**config.mk**
```make
export PLATFORM = sky130hd
export DESIGN_NAME = sensor_poll_ctrl
export DESIGN_NICKNAME = d
export VERILOG_FILES = /design/src/rtl/baggage_pkg.sv /design/src/rtl/poll_timer.sv /design/src/rtl/sensor_poll_ctrl.sv
export SDC_FILE = /design/constraint.sdc
export NUM_CORES = 1
export LEC_CHECK = 0
export CORE_MARGIN = 3
export CORE_UTILIZATION = 42
export DETAILED_ROUTE_END_ITERATION = 8
export PLACE_DENSITY = 0.69
export SETUP_SLACK_MARGIN = 0.4
export SYNTH_ARGS = -nofsm -noshare
export SYNTH_HDL_FRONTEND = slang
export SYNTH_SLANG_ARGS = --single-unit
```
**constraint.sdc**
```tcl
create_clock -name clk -period 2.4 [get_ports clk]
set_input_delay 0.24 -clock clk [delete_from_list [all_inputs] [get_ports clk]]
set_output_delay 0.24 -clock clk [all_outputs]
set_load 0.05 [all_outputs]
```
**src/rtl/baggage_pkg.sv**
```systemverilog
// Shared types and reset constants for the baggage_drop sensor acquisition path.
package baggage_pkg;

  localparam int DATA_WIDTH = 8;

  typedef enum logic [1:0] {
    IDLE    = 2'd0,
    REQ     = 2'd1,
    GAP     = 2'd2,
    PUBLISH = 2'd3
  } poll_state_t;

  typedef logic [1:0] sensor_idx_t;

  localparam sensor_idx_t IDX_RST        = 2'd0;
  localparam logic        SNAP_VALID_RST = 1'b0;
  localparam logic        DROP_EN_RST    = 1'b0;
  localparam logic [3:0]  FAULT_RST      = 4'b0000;

endpackage

```
**src/rtl/poll_timer.sv**
```systemverilog
// Saturating period counter: counts while enabled, holds when disabled, clears on round start.
module poll_timer #(
  parameter int PERIOD = 1000
) (
  input  logic clk_i,
  input  logic rst_i,
  input  logic en_i,
  input  logic clr_i,
  output logic done_o
);

  localparam int              CNT_W   = (PERIOD > 1) ? $clog2(PERIOD) : 1;
  localparam logic [CNT_W-1:0] CNT_MAX = CNT_W'(PERIOD - 1);

  logic [CNT_W-1:0] cnt_q;
  logic [CNT_W-1:0] cnt_d;

  // next count: clear wins, otherwise count up to the saturation value
  always_comb begin
    cnt_d = cnt_q;
    if (clr_i) begin
      cnt_d = '0;
    end else if (en_i && (cnt_q != CNT_MAX)) begin
      cnt_d = cnt_q + CNT_W'(1);
    end else begin
      cnt_d = cnt_q;
    end
  end

  // counter register
  always_ff @(posedge clk_i) begin
    if (rst_i) begin
      cnt_q <= '0;
    end else begin
      cnt_q <= cnt_d;
    end
  end

  assign done_o = (cnt_q == CNT_MAX);

endmodule

```
**src/rtl/sensor_poll_ctrl.sv**
```systemverilog
// Polls four height sensors over req/rsp and publishes them as one coherent snapshot.
// Optional per-request timeout with fault flags: define SENSOR_POLL_TIMEOUT_EN.
module sensor_poll_ctrl #(
  parameter int DATA_WIDTH  = baggage_pkg::DATA_WIDTH,
  parameter int POLL_PERIOD = 1000,
  parameter int TIMEOUT     = 16
) (
  input  logic                    clk,
  input  logic                    rst,
  input  logic                    enable,
  input  logic                    arm,
  input  logic [2*DATA_WIDTH-1:0] t_lim_in,
  input  logic                    rsp_valid,
  input  logic [DATA_WIDTH-1:0]   rsp_data,
  output logic                    req_valid,
  output logic [1:0]              req_addr,
  output logic [DATA_WIDTH-1:0]   sensor1,
  output logic [DATA_WIDTH-1:0]   sensor2,
  output logic [DATA_WIDTH-1:0]   sensor3,
  output logic [DATA_WIDTH-1:0]   sensor4,
  output logic [2*DATA_WIDTH-1:0] t_lim,
  output logic                    drop_en,
  output logic                    snap_valid,
  output logic [3:0]              fault
);

  import baggage_pkg::*;

  localparam sensor_idx_t LAST_IDX = 2'd3;

  poll_state_t             state_q;
  sensor_idx_t             idx_q;
  sensor_idx_t             req_addr_q;
  logic                    req_valid_q;
  logic [DATA_WIDTH-1:0]   shadow_q [4];
  logic [DATA_WIDTH-1:0]   pub_q [4];
  logic [2*DATA_WIDTH-1:0] t_lim_q;
  logic                    snap_valid_q;
  logic                    snap_valid_d;
  logic                    drop_en_q;
  logic                    period_done_s;
  logic                    round_start_s;
  logic                    timeout_s;

  assign round_start_s = (state_q == IDLE) && enable && period_done_s;
  // drop_en follows arm with one cycle of lag, qualified by the snapshot that is about to be visible
  assign snap_valid_d  = snap_valid_q | (state_q == PUBLISH);

  poll_timer #(
    .PERIOD (POLL_PERIOD)
  ) u_poll_timer (
    .clk_i  (clk),
    .rst_i  (rst),
    .en_i   (enable),
    .clr_i  (round_start_s),
    .done_o (period_done_s)
  );

`ifdef SENSOR_POLL_TIMEOUT_EN
  localparam int               WAIT_W    = (TIMEOUT > 1) ? $clog2(TIMEOUT) : 1;
  localparam logic [WAIT_W-1:0] WAIT_LAST = WAIT_W'(TIMEOUT - 1);

  logic [WAIT_W-1:0] wait_q;
  logic [3:0]        sfault_q;
  logic [3:0]        fault_q;

  assign timeout_s = (state_q == REQ) && (wait_q == WAIT_LAST);

  // request wait counter and shadow/published fault flags
  always_ff @(posedge clk) begin
    if (rst) begin
      wait_q   <= '0;
      sfault_q <= FAULT_RST;
      fault_q  <= FAULT_RST;
    end else begin
      if ((state_q == REQ) && !rsp_valid && !timeout_s) begin
        wait_q <= wait_q + WAIT_W'(1);
      end else begin
        wait_q <= '0;
      end
      if (round_start_s) begin
        sfault_q <= FAULT_RST;
      end else if (timeout_s && !rsp_valid) begin
        sfault_q[idx_q] <= 1'b1;
      end else begin
        sfault_q <= sfault_q;
      end
      if (state_q == PUBLISH) begin
        fault_q <= sfault_q;
      end else begin
        fault_q <= fault_q;
      end
    end
  end

  assign fault = fault_q;
`else
  assign timeout_s = 1'b0;
  assign fault     = FAULT_RST;
`endif

  // polling sequencer, shadow capture and snapshot publish
  always_ff @(posedge clk) begin
    if (rst) begin
      state_q      <= IDLE;
      idx_q        <= IDX_RST;
      req_valid_q  <= 1'b0;
      req_addr_q   <= IDX_RST;
      t_lim_q      <= '0;
      snap_valid_q <= SNAP_VALID_RST;
      drop_en_q    <= DROP_EN_RST;
      for (int i = 0; i < 4; i++) begin
        shadow_q[i] <= '0;
        pub_q[i]    <= '0;
      end
    end else begin
      drop_en_q <= arm && snap_valid_d;
      case (state_q)
        IDLE: begin
          if (round_start_s) begin
            state_q     <= REQ;
            idx_q       <= IDX_RST;
            req_valid_q <= 1'b1;
            req_addr_q  <= IDX_RST;
          end
        end
        REQ: begin
          // a response in the timeout cycle still delivers its data
          if (rsp_valid || timeout_s) begin
            shadow_q[idx_q] <= rsp_valid ? rsp_data : '0;
            req_valid_q     <= 1'b0;
            if (idx_q == LAST_IDX) begin
              state_q <= PUBLISH;
            end else begin
              idx_q   <= idx_q + 2'd1;
              state_q <= GAP;
            end
          end
        end
        GAP: begin
          state_q     <= REQ;
          req_valid_q <= 1'b1;
          req_addr_q  <= idx_q;
        end
        PUBLISH: begin
          for (int i = 0; i < 4; i++) begin
            pub_q[i] <= shadow_q[i];
          end
          t_lim_q      <= t_lim_in;
          snap_valid_q <= 1'b1;
          state_q      <= IDLE;
        end
        default: begin
          state_q     <= IDLE;
          req_valid_q <= 1'b0;
        end
      endcase
    end
  end

  assign req_valid  = req_valid_q;
  assign req_addr   = req_addr_q;
  assign sensor1    = pub_q[0];
  assign sensor2    = pub_q[1];
  assign sensor3    = pub_q[2];
  assign sensor4    = pub_q[3];
  assign t_lim      = t_lim_q;
  assign snap_valid = snap_valid_q;
  assign drop_en    = drop_en_q;

endmodule

```
# Word level (Yosys, flattened, before mapping)
# Memory sizes are Yosys's and may differ from the RTL's.
# Index checks and enable logic that the tools add are counted.
# totals
register_bits	35
ramBits	64
inputBits	29
out_inout_bits	57
elab_cells	69
memories	2
# classes
addsub	2
n_eq_ne	9
mux	29
bitwise	5
n_reduce_logical	14
# memory_table
memory	words	word_bits	rd	rd_ports_with_merged_regs	wr	line	text
pub_q	4	8	4	0	4	sensor_poll_ctrl.sv:36	logic [DATA_WIDTH-1:0] pub_q [4];
shadow_q	4	8	4	0	4	sensor_poll_ctrl.sv:35	logic [DATA_WIDTH-1:0] shadow_q [4];
# ops
op	count
2-to-1 mux 8 bit	6
2-to-1 mux 1 bit	13
2-to-1 mux 2 bit	6
adder 10 x 1 -> 10 bit (second input constant)	1
== test 10 bit (second input constant)	1
inequality test 10 bit (second input constant)	1
one-hot mux 2 bit (2 select lines)	2
one-hot mux 2 bit (4 select lines)	1
OR reduction 8 bit	1
== test 2 bit (second input constant)	3
inequality test 2 bit (second input constant)	3
bitwise OR 1 bit	5
logical AND 1 bit	4
AND reduction 2 bit	2
AND reduction 4 bit	1
nonzero test 2 bit	2
one-hot mux 1 bit (3 select lines)	1
AND reduction 3 bit	1
nonzero test 3 bit	1
adder 2 x 1 -> 2 bit (second input constant)	1
== test 2 x 1 -> 1 bit (second input constant)	1
logical NOT 2 bit	1
OR reduction 2 bit	1

# Longest topological paths before layout
# Gate-level depths: netlist of the first run.
# depth
depth_word	6
depth_mapped	7

# Cells and area by module
# A second synthesis of the first run with hierarchy kept.
# hier_totals
hier_cells	281
area_unflattened_um2	3878.7
# modules_own_cells
module	n_inst	cells_per_inst	area_per_inst_um2
sensor_poll_ctrl	1	223	3373.2
poll_timer	1	58	505.5

# Worst setup path before layout of the first run
# OpenSTA, ideal clock, no wires.
# synth_timing
path_kind	reg-to-reg
from	reg state_q[0]
to	mem pub_q[0][0] (enable)
setup_ns	0.402
arrival_ns	1.587
required_time_ns	1.998
setup_slack_ns	0.411
path_stages_with_launch	5
path_buffers	2
cell_sequence	dfxtp_1 -> buf_2 -> a21oi_1 -> clkbuf_1 -> inv_1
# synth_rtl
item	line	text
start, declared	sensor_poll_ctrl.sv:31	poll_state_t state_q;
start signal, assigned	sensor_poll_ctrl.sv:105	state_q <= IDLE;
start signal, assigned	sensor_poll_ctrl.sv:121	state_q <= REQ;
start signal, assigned	sensor_poll_ctrl.sv:133	state_q <= PUBLISH;
end, declared	sensor_poll_ctrl.sv:36	

==> results.json, run 1 <==
{
  "rows": 34,
  "crit_path_max_incr_delay_ps": 410,
  "clkPwrFrac_pct": 32.2,
  "max-cap-violations": 0,
  "swShare_pct": 24.50,
  "dr.first_iter.drc_count": 79,
  "start_util_pct": 43.63,
  "gp_congestion": 0.7401,
  "slew_violations": 0,
  "crit_chain": "and3b_1 -> nor2b_1 -> and3b_1 -> or2_2",
  "rsz0062_at_grt": "false",
  "grt_pass1_wl_mm": 10.98,
  "fin_crit_sh_pct": 76.56,
  "port_buffers": 81,
  "finalSetupViolCount": 0,
  "async_flop_share_pct": 0,
  "holdBufCountCts": 0,
  "critical_path_buf_inv_count": 0,
  "crit_required_ps": 2460,
  "fin_crit_ps": 1837,
  "crit_top_cell": "and3b_1",
  "num_io_pins": 86,
  "ys_seq_area_share_pct": 68.59,
  "diodes": 0,
  "ir_drop_uv": 258.2,
  "max_slew_margin_pct": 61.10,
  "end_kind": "flip-flop",
  "post_drt_wl_per_cell_microns": 14.28,
  "synth_mux_area_share_pct": 0.8181,
  "synth-simple-area-share_pct": 18.68,
  "clk_path_buf_depth": 2,
  "die_x_microns": 101.4,
  "cpLargestDelayFamily": "simple AND/OR/NAND/NOR gates",
  "ant_nets": 0,
  "switchingPower_w": 0.0007532,
  "hpwl_mm": 4.695,
  "critical_path_arrival_ps": 1890,
  "cts_tree": "done",
  "cts_setup_buffers": 0,
  "vias": 2271,
  "n_fill_cell": 758,
  "power-per-cell-area_nw_per_um2": 626.9,
  "setup_ws_ps": 562.5,
  "synth_fa_ha_area_share_pct": 0.6545,
  "synth_compound_area_share_pct": 6.021,
  "power_frac_seq_pct": 60.4,
  "crit_slowest_cell": "dfxtp_1",
  "power_w": 0.003075,
  "final_common_cell": "clkdlybuf4s50_1",
  "skew_ps": 8.714,
  "hold_viol": 0,
  "core_sq_um": 8763,
  "seq_area_sq_um": 2624,
  "h-tree-depth": 3,
  "nNetsFinal": 394,
  "final_cell_mix": "clkdlybuf4s50_1, and2_1, edfxtp_1, dfxtp_1, a22o_1",
  "regToRegSetupSlack_ps": 560,
  "place_ws_ps": 211.3,
  "synth.cell_area_sq_um": 3824,
  "cts_root_buffer": "clkbuf_8",
  "die_area_sq_um": 10290,
  "startpoint_type": "flip-flop",
  "status": "finished, final reports clean",
  "die_h_microns": 101.4,
  "leakage_nw": 1.797,
  "vias_per_cell": 4.771,
  "drive_gt1_share_pct": 11.96,
  "grt_pass1_vias": 2201,
  "routed_wl_mm": 6.795,
  "cp_max_fo": 9,
  "overflow": 0,
  "grtUsageTotal_pct": 13.98,
  "syn_inst": 280,
  "max_freq_ghz": 0.5442,
  "intPower_w": 0.002321,
  "postSynthAreaPerCell_sq_um": 13.66,
  "worstSetupPathType": "flip-flop to flip-flop",
  "synth_edf_count": 64,
  "grt_max_degree": 33,
  "multi_input_area_sq_um": 1085,
  "hold_class": "input port to flip-flop",
  "worst_pin_slew_ps": 578.5,
  "cts_num_sinks": 99,
  "yosysUniqueCellTypes": 43,
  "worstSkewPairLatency_ps": 360,
  "cts_buffers": 9,
  "drc_errors": 0,
  "yosys.area_share.xor_xnor_pct": 1.603,
  "drt-pass1-iter-count": 4,
  "antenna_found_initial": 0,
  "utilization_pct": 55.97,
  "fin_setup_tns_ps": 0,
  "synth_top_family_by_area": "simple AND/OR/NAND/NOR gates",
  "synth_ff_type": "edfxtp_1",
  "synth_seq_cells": 99,
  "cts.reportedPaths.clkPinSlew_ps": 90,
  "yosysWarnings": 0,
  "p_comb_share_pct": 7.4,
  "area_delta_synth_final_pct": 28.27
}
==> synthesized netlist by cell type (all sizes together), types with 2 or more instances <==
| master | n | share of area [%] |
|---|---|---|
| and2 | 65 | 11 |
| edfxtp | 64 | 50 |
| dfxtp | 35 | 18 |
| a22o | 16 | 3.7 |
| nor2 | 15 | 2.1 |
| clkbuf | 10 | 0.98 |
| buf | 9 | 2.2 |
| a21oi | 8 | 1.2 |
| nand3 | 7 | 0.92 |
| nand2 | 5 | 0.49 |
| xnor2 | 5 | 1.1 |
| inv | 4 | 0.39 |
| nor3 | 4 | 0.52 |
| and3b | 3 | 0.69 |
| nand2b | 3 | 0.69 |
| or2 | 3 | 0.49 |
| ha | 2 | 0.65 |
| mux2i | 2 | 0.52 |
| nor3b | 2 | 0.52 |
| xor2 | 2 | 0.46 |
==> per-layer routing <==
| metal | global-route usage (%) | part of all wire [%] |
|---|---|---|
| met1 | 18.53 | 46 |
| met2 | 21.78 | 47 |
| met3 | 3.099 | 4.3 |
| met4 | 6.851 | 1.9 |
| met5 | 0 | 0 |
==> final cells by class <==
cell class                 count  share of cell area [%]
sequential                    99                   53.50
inverter                       4                  0.3061
clock inverter                 7                   1.199
tap                          108                   2.755
clock buffer                   9                   2.526
multi-input combinational    161                   22.12
timing repair buffer          88                   17.60
==> worst paths after layout <==
| path | start | end | cells after the start |
|---|---|---|---|
| setup / recovery | state_q[1]$_SDFFE_PP0P_ | shadow_q[2][4]$_SDFFCE_PN0P_ | 4 |
| setup reg to reg | state_q[1]$_SDFFE_PP0P_ | shadow_q[2][4]$_SDFFCE_PN0P_ | 4 |
| hold reg to reg | snap_valid$_SDFFE_PP0P_ | snap_valid$_SDFFE_PP0P_ | 2 |
| hold / removal | arm | drop_en$_SDFF_PP0_ | 2 |
==> metrics by stage <==
stage | cells | cell area, sq um | hold WS (ps)
2_1_floorplan | 283 | 3835 | 361.7
3_3_place_gp | 460 | 4716 | 457.1
3_5_place_dp | 460 | 4716 | 458.6
4_1_cts | 476 | 4903 | 431.7
5_1_grt | 476 | 4905 | 435.0
6_report | 476 | 4905 | 445.5
==> state kept, by name, summed over array words and instances, names as in the netlist <==
register            count
req_valid               1
state_q                 2
t_lim                  16
shadow_q               32
drop_en                 1
idx_q                   2
snap_valid              1
pub_q                  32
req_addr                2
u_poll_timer.cnt_q     10
==> kinds of logic (layout without fill, tap and decap cells) <==
logic type                 after synthesis  in the layout
other                                    1              4
adders and majority gates                2              2
and+or+nand+nor                        115            115
DFF                                     99             99
xor gates and xnor gates                 7              7
AOI/OAI and AO/OA                       30             30
buffers and inverters                   23            108
muxes                                    3              3
==> power groups by stage <==
| stage | clock, W | sequential, W | combinational [W] |
|---|---|---|---|
| floorplan | 0 | 0.00196 | 0.0000634 |
| global placement | 0 | 0.00190 | 0.000227 |
| detailed placement | 0 | 0.00190 | 0.000230 |
| CTS | 0.00102 | 0.00186 | 0.000231 |
| global route | 0.00109 | 0.00186 | 0.000242 |
| finish | 0.000990 | 0.00186 | 0.000228 |
==> repair_timing <==
| item | CTS | global route |
|---|---|---|
| setup endpoints to repair | 16 | 16 |
| gates cloned | 0 | 0 |
| gates resized for setup | 1 | 1 |
Note: power is estimated with default switching activity, not from simulation.
==> inputs of run 2 (changes only) <==
Clock period 2.4 ns to 1.83 ns, I/O delays scaled along.
==> run 2 against run 1 <==
Routed wire length is 19% higher; highest routed layer unchanged; combinational power is 37% higher; setup slack worse by 360 ps.
==> results.json, run 2 (synthesis gave the netlist of run 1 again) <==
{
  "hold_slack_ps": 378.5,
  "utilization_pct": 62.56,
  "cts_root_buffer": "clkbuf_8",
  "r2r-start": "state_q[1]$_SDFFE_PP0P_",
  "power-per-cell-area_nw_per_um2": 743.1,
  "seq_area_sq_um": 2640,
  "hpwl_mm": 5.001,
  "cts_tree": "done",
  "power_w": 0.004074,
  "clk_path_buf_depth": 2,
  "core_sq_um": 8763,
  "fin_crit_sh_pct": 89.14,
  "drive_gt1_share_pct": 43.64,
  "critical_path_arrival_ps": 1710,
  "routed_wl_mm": 8.093,
  "power_frac_seq_pct": 59.8,
  "end_kind": "flip-flop",
  "vias_per_cell": 4.892,
  "antenna_found_initial": 0,
  "dp.cells": 467,
  "switchingPower_w": 0.001026,
  "max_freq_ghz": 0.6130,
  "die_h_microns": 101.4,
  "startpoint_type": "flip-flop",
  "skew_ps": 12.83,
  "ant_nets": 0,
  "port_buffers": 81,
  "dr.first_iter.drc_count": 111,
  "n_fill_cell": 651,
  "h-tree-depth": 3,
  "rows": 34,
  "worstSkewPairLatency_ps": 370,
  "nNetsFinal": 427,
  "startpoint": "state_q[1]$_SDFFE_PP0P_",
  "setup_ws_ps": 198.7,
  "vias": 2490,
  "drt-pass1-iter-count": 4,
  "ir_drop_uv": 366.4,
  "num_io_pins": 86,
  "clkPwrFrac_pct": 32.5,
  "post_drt_wl_per_cell_microns": 15.90,
  "hold_class": "input port to flip-flop",
  "crit_required_ps": 1910,
  "min_from": "arm",
  "slew_violations": 0,
  "diodes": 0,
  "overflow": 0,
  "finalSetupViolCount": 0,
  "drc_errors": 0,
  "final_common_cell": "edfxtp_1",
  "max-cap-violations": 0,
  "final_cell_mix": "edfxtp_1, and2_4, dfxtp_1, clkdlybuf4s50_1, clkbuf_2",
  "cp_max_fo": 8,
  "grt_pass1_wl_mm": 12.63,
  "fin_crit_ps": 1631,
  "grtUsageTotal_pct": 16.31,
  "multi_input_area_sq_um": 1309,
  "hold_viol": 0,
  "start_util_pct": 43.63,
  "grt_pass1_vias": 2484,
  "area_delta_synth_final_pct": 43.39,
  "cts.reportedPaths.clkPinSlew_ps": 100,
  "gp_congestion": 0.7336,
  "swShare_pct": 25.19,
  "grt_max_degree": 33,
  "holdBufCountCts": 0,
  "die_x_microns": 101.4,
  "p_comb_share_pct": 7.7,
  "place_ws_ps": -73.41,
  "rsz0062_at_grt": "true",
  "status": "finished, final reports clean",
  "fin_cells": 509,
  "intPower_w": 0.003048,
  "leakage_nw": 2.170,
  "cts_num_sinks": 99,
  "worstSetupPathType": "flip-flop to flip-flop",
  "die_area_sq_um": 10290,
  "cts_buffers": 9
}
run 2: per-stage QoR:
step | cell area (sq um) | TNS [ps]
floorplan | 3905 | 0
global placement | 4838 | -228.0
detailed placement | 4838 | -476.9
CTS | 5365 | 0
global route | 5483 | 0
finish | 5483 | 0
run 2: final timing paths:
| kind | cells after the start | slack, ps | to |
|---|---|---|---|
| setup / recovery | 5 | 200 | shadow_q[0][0]$_SDFFCE_PN0P_ |
| hold / removal | 2 | 380 | drop_en$_SDFF_PP0_ |
| setup reg to reg | 5 | 200 | shadow_q[0][0]$_SDFFCE_PN0P_ |
| hold reg to reg | 2 | 480 | snap_valid$_SDFFE_PP0P_ |
run 2: power groups by stage:
stage	clock network, W	logic, W	registers, W
2_1_floorplan	0	0.0000886	0.00258
3_3_place_gp	0	0.000309	0.00249
3_5_place_dp	0	0.000314	0.00249
4_1_cts	0.00135	0.000307	0.00243
5_1_grt	0.00145	0.000330	0.00244
6_report	0.00133	0.000312	0.00244
run 2: cell type report:
| cell class | instances | area share [%] |
|---|---|---|
| timing repair buffer | 120 | 21.82 |
| clock inverter | 7 | 1.095 |
| sequential | 99 | 48.15 |
| inverter | 4 | 0.3423 |
| tap | 108 | 2.465 |
| clock buffer | 9 | 2.259 |
| multi-input combinational | 162 | 23.87 |
run 2: worst max-delay path, cell delays in order, from the launching register on:
cell and delay, ps:
dfxtp_4 360, buf_6 110, and3b_2 260, nor2b_4 190, nor3b_4 210, or2_4 210
run 2: timing repair:
item / in CTS / in global routing
buffers inserted: 11 / 7
pin swaps: 16 / 34
endpoints found under the setup margin: 148 / 162
cloned: 6 / 2
gates resized for setup: 131 / 97
run 2: layer usage:
metal,vias to the layer above,wire length [microns],global-route usage [%]
li1,1208,-,-
met1,1193,3432,20.68
met2,77,4046,26.96
met3,12,461,3.099
met4,0,153,7.771
met5,-,0,0
==> inputs of run 3 (changes only) <==
Settings changed: PLACE_DENSITY 0.69 to default, PLACE_DENSITY_LB_ADDON from default to 0.1.
==> run 3 against run 2 <==
Die area did not move; sequential power is essentially flat; combinational power barely moved; core utilization decreased by 0.91 points; highest routed layer unchanged; largest power group unchanged; global-route usage is 1.4 points lower; clock-buffer cell count unchanged; largest cell class unchanged; clock power grew 14%; routed wire length shrank 3.9%; cell count is 1.4% lower; first-iteration DRC count fell by 16%; clock skew down 6.9 ps; non-clock buffer count decreased by 7.
==> results.json, run 3 (synthesis gave the netlist of run 1 again) <==
{
  "nNetsFinal": 420,
  "highest_layer": "met4",
  "dr.first_iter.drc_count": 93,
  "rsz0062_at_grt": "true",
  "dp.cells": 468,
  "switchingPower_w": 0.0009622,
  "hold_class": "input port to flip-flop",
  "routed_wl_mm": 7.774,
  "min_from": "arm",
  "grt_pass1_wl_mm": 11.90,
  "cp_max_fo": 7,
  "setup_ws_ps": 225.1,
  "power_frac_seq_pct": 57.1,
  "diodes": 0,
  "ir_drop_uv": 327.0,
  "final_common_cell": "edfxtp_1",
  "die_area_sq_um": 10290,
  "met1_length_mm": 3.354,
  "power-per-cell-area_nw_per_um2": 789.4,
  "dr_wl_met3_microns": 361,
  "fin_cells": 502,
  "critical_path_arrival_ps": 1850,
  "ant_nets": 0,
  "startpoint_type": "flip-flop",
  "p_comb_share_pct": 7.3,
  "grt_max_degree": 33,
  "status": "finished, final reports clean",
  "fin_crit_sh_pct": 87.70,
  "cts_buffers": 9,
  "clkPwrFrac_pct": 35.6,
  "swShare_pct": 22.56,
  "leakage_nw": 2.140,
  "cts_tree": "done",
  "skew_ps": 5.880,
  "grtUsageTotal_pct": 14.86,
  "r2r-start": "u_poll_timer.cnt_q[0]$_SDFFE_PP0P_",
  "hpwl_mm": 4.914,
  "die_h_microns": 101.4,
  "grt_pass1_vias": 2392,
  "clk_path_buf_depth": 2,
  "end_kind": "flip-flop",
  "num_io_pins": 86,
  "slew_violations": 0,
  "hold_viol": 0,
  "intPower_w": 0.003303,
  "rows": 34,
  "drive_gt1_share_pct": 33.76,
  "holdBufCountCts": 0,
  "crit_chain": "ha_4 -> nand4b_1 -> or4_4 -> nand2b_4 -> nor2_2",
  "start_util_pct": 43.63,
  "cts_num_sinks": 99,
  "crit_required_ps": 2080,
  "final_cell_mix": "edfxtp_1, and2_4, dfxtp_1, clkdlybuf4s15_1, clkdlybuf4s50_1",
  "worstSkewPairLatency_ps": 350,
  "finalSetupViolCount": 0,
  "drc_errors": 0,
  "max_freq_ghz": 0.6231,
  "area_delta_synth_final_pct": 41.30,
  "antenna_found_initial": 0,
  "crit_slowest_cell": "or4_4",
  "startpoint": "u_poll_timer.cnt_q[0]$_SDFFE_PP0P_",
  "drt-pass1-iter-count": 6,
  "max-cap-violations": 0,
  "crit_path_max_incr_delay_ps": 640,
  "cts.reportedPaths.clkPinSlew_ps": 90,
  "overflow": 0,
  "gp_congestion": 0.8050,
  "core_sq_um": 8763,
  "port_buffers": 81,
  "h-tree-depth": 3,
  "die_x_microns": 101.4,
  "hold_slack_ps": 391.1,
  "routed-wl-met2_mm": 3.949,
  "fin_crit_ps": 1605,
  "post_drt_wl_per_cell_microns": 15.49,
  "worstSetupPathType": "flip-flop to flip-flop",
  "vias": 2463,
  "vias_per_cell": 4.906,
  "place_ws_ps": -95.07,
  "cts_root_buffer": "clkbuf_8"
}
## run 3: per-stage QoR
stage	utilization, %	power [W]	cell area (sq um)	TNS (ps)
floorplan	-	0.002664	3905	0
global placement	55.30	0.002798	4846	-312.4
detailed placement	55.30	0.002804	4846	-763.9
CTS	58.38	0.004296	5116	0
global route	61.65	0.004419	5403	0
finish	61.65	0.004265	5403	0
## run 3: what timing repair did
item | 4_1_cts | 5_1_grt
pin swaps | 7 | 34
endpoints found under the hold margin | 0 | 0
gates resized for setup | 77 | 94
setup endpoints to repair | 169 | 135
cloned | 2 | 3
buffers inserted | 4 | 9
## run 3: path summary, 6_finish.rpt
path / endpoint / slack, ps / cells past startpoint
max: u_poll_timer.cnt_q[7]$_SDFFE_PP0P_ / 230 / 5
min: drop_en$_SDFF_PP0_ / 390 / 2
max reg2reg: u_poll_timer.cnt_q[7]$_SDFFE_PP0P_ / 230 / 5
min reg2reg: snap_valid$_SDFFE_PP0P_ / 470 / 2
## run 3: worst max-delay path: cells and delay by family (launching register included)
kind / cells / cell delay, ps
DFF: 1 / 380
and+or+nand+nor: 4 / 990
adders and majority gates: 1 / 140
## run 3: power by group through the flow
stage                     combinational (W)  clock, W  sequential (W)
final                              0.000313   0.00152         0.00244
after global routing               0.000331   0.00165         0.00244
after CTS                          0.000307   0.00156         0.00243
after detailed placement           0.000317         0         0.00249
after global placement             0.000313         0         0.00249
after floorplan                   0.0000886         0         0.00258
## run 3: area by class of cell
cell class / instances / area, sq um
Timing Repair Buffer: 113 / 1114
Fill cell: 709 / 3361
Tap cell: 108 / 135.1
Clock inverter: 7 / 90.09
Inverter: 4 / 18.77
Multi-Input combinational cell: 162 / 1285
Sequential cell: 99 / 2636
Clock buffer: 9 / 123.9
## run 3: metal layers
layer  global-route usage [%]  vias to the layer above
met2                    25.15                       60
met4                    6.339                        0
met3                    2.686                       12
li1                         -                     1189
met1                    18.72                     1202
met5                        0                        -
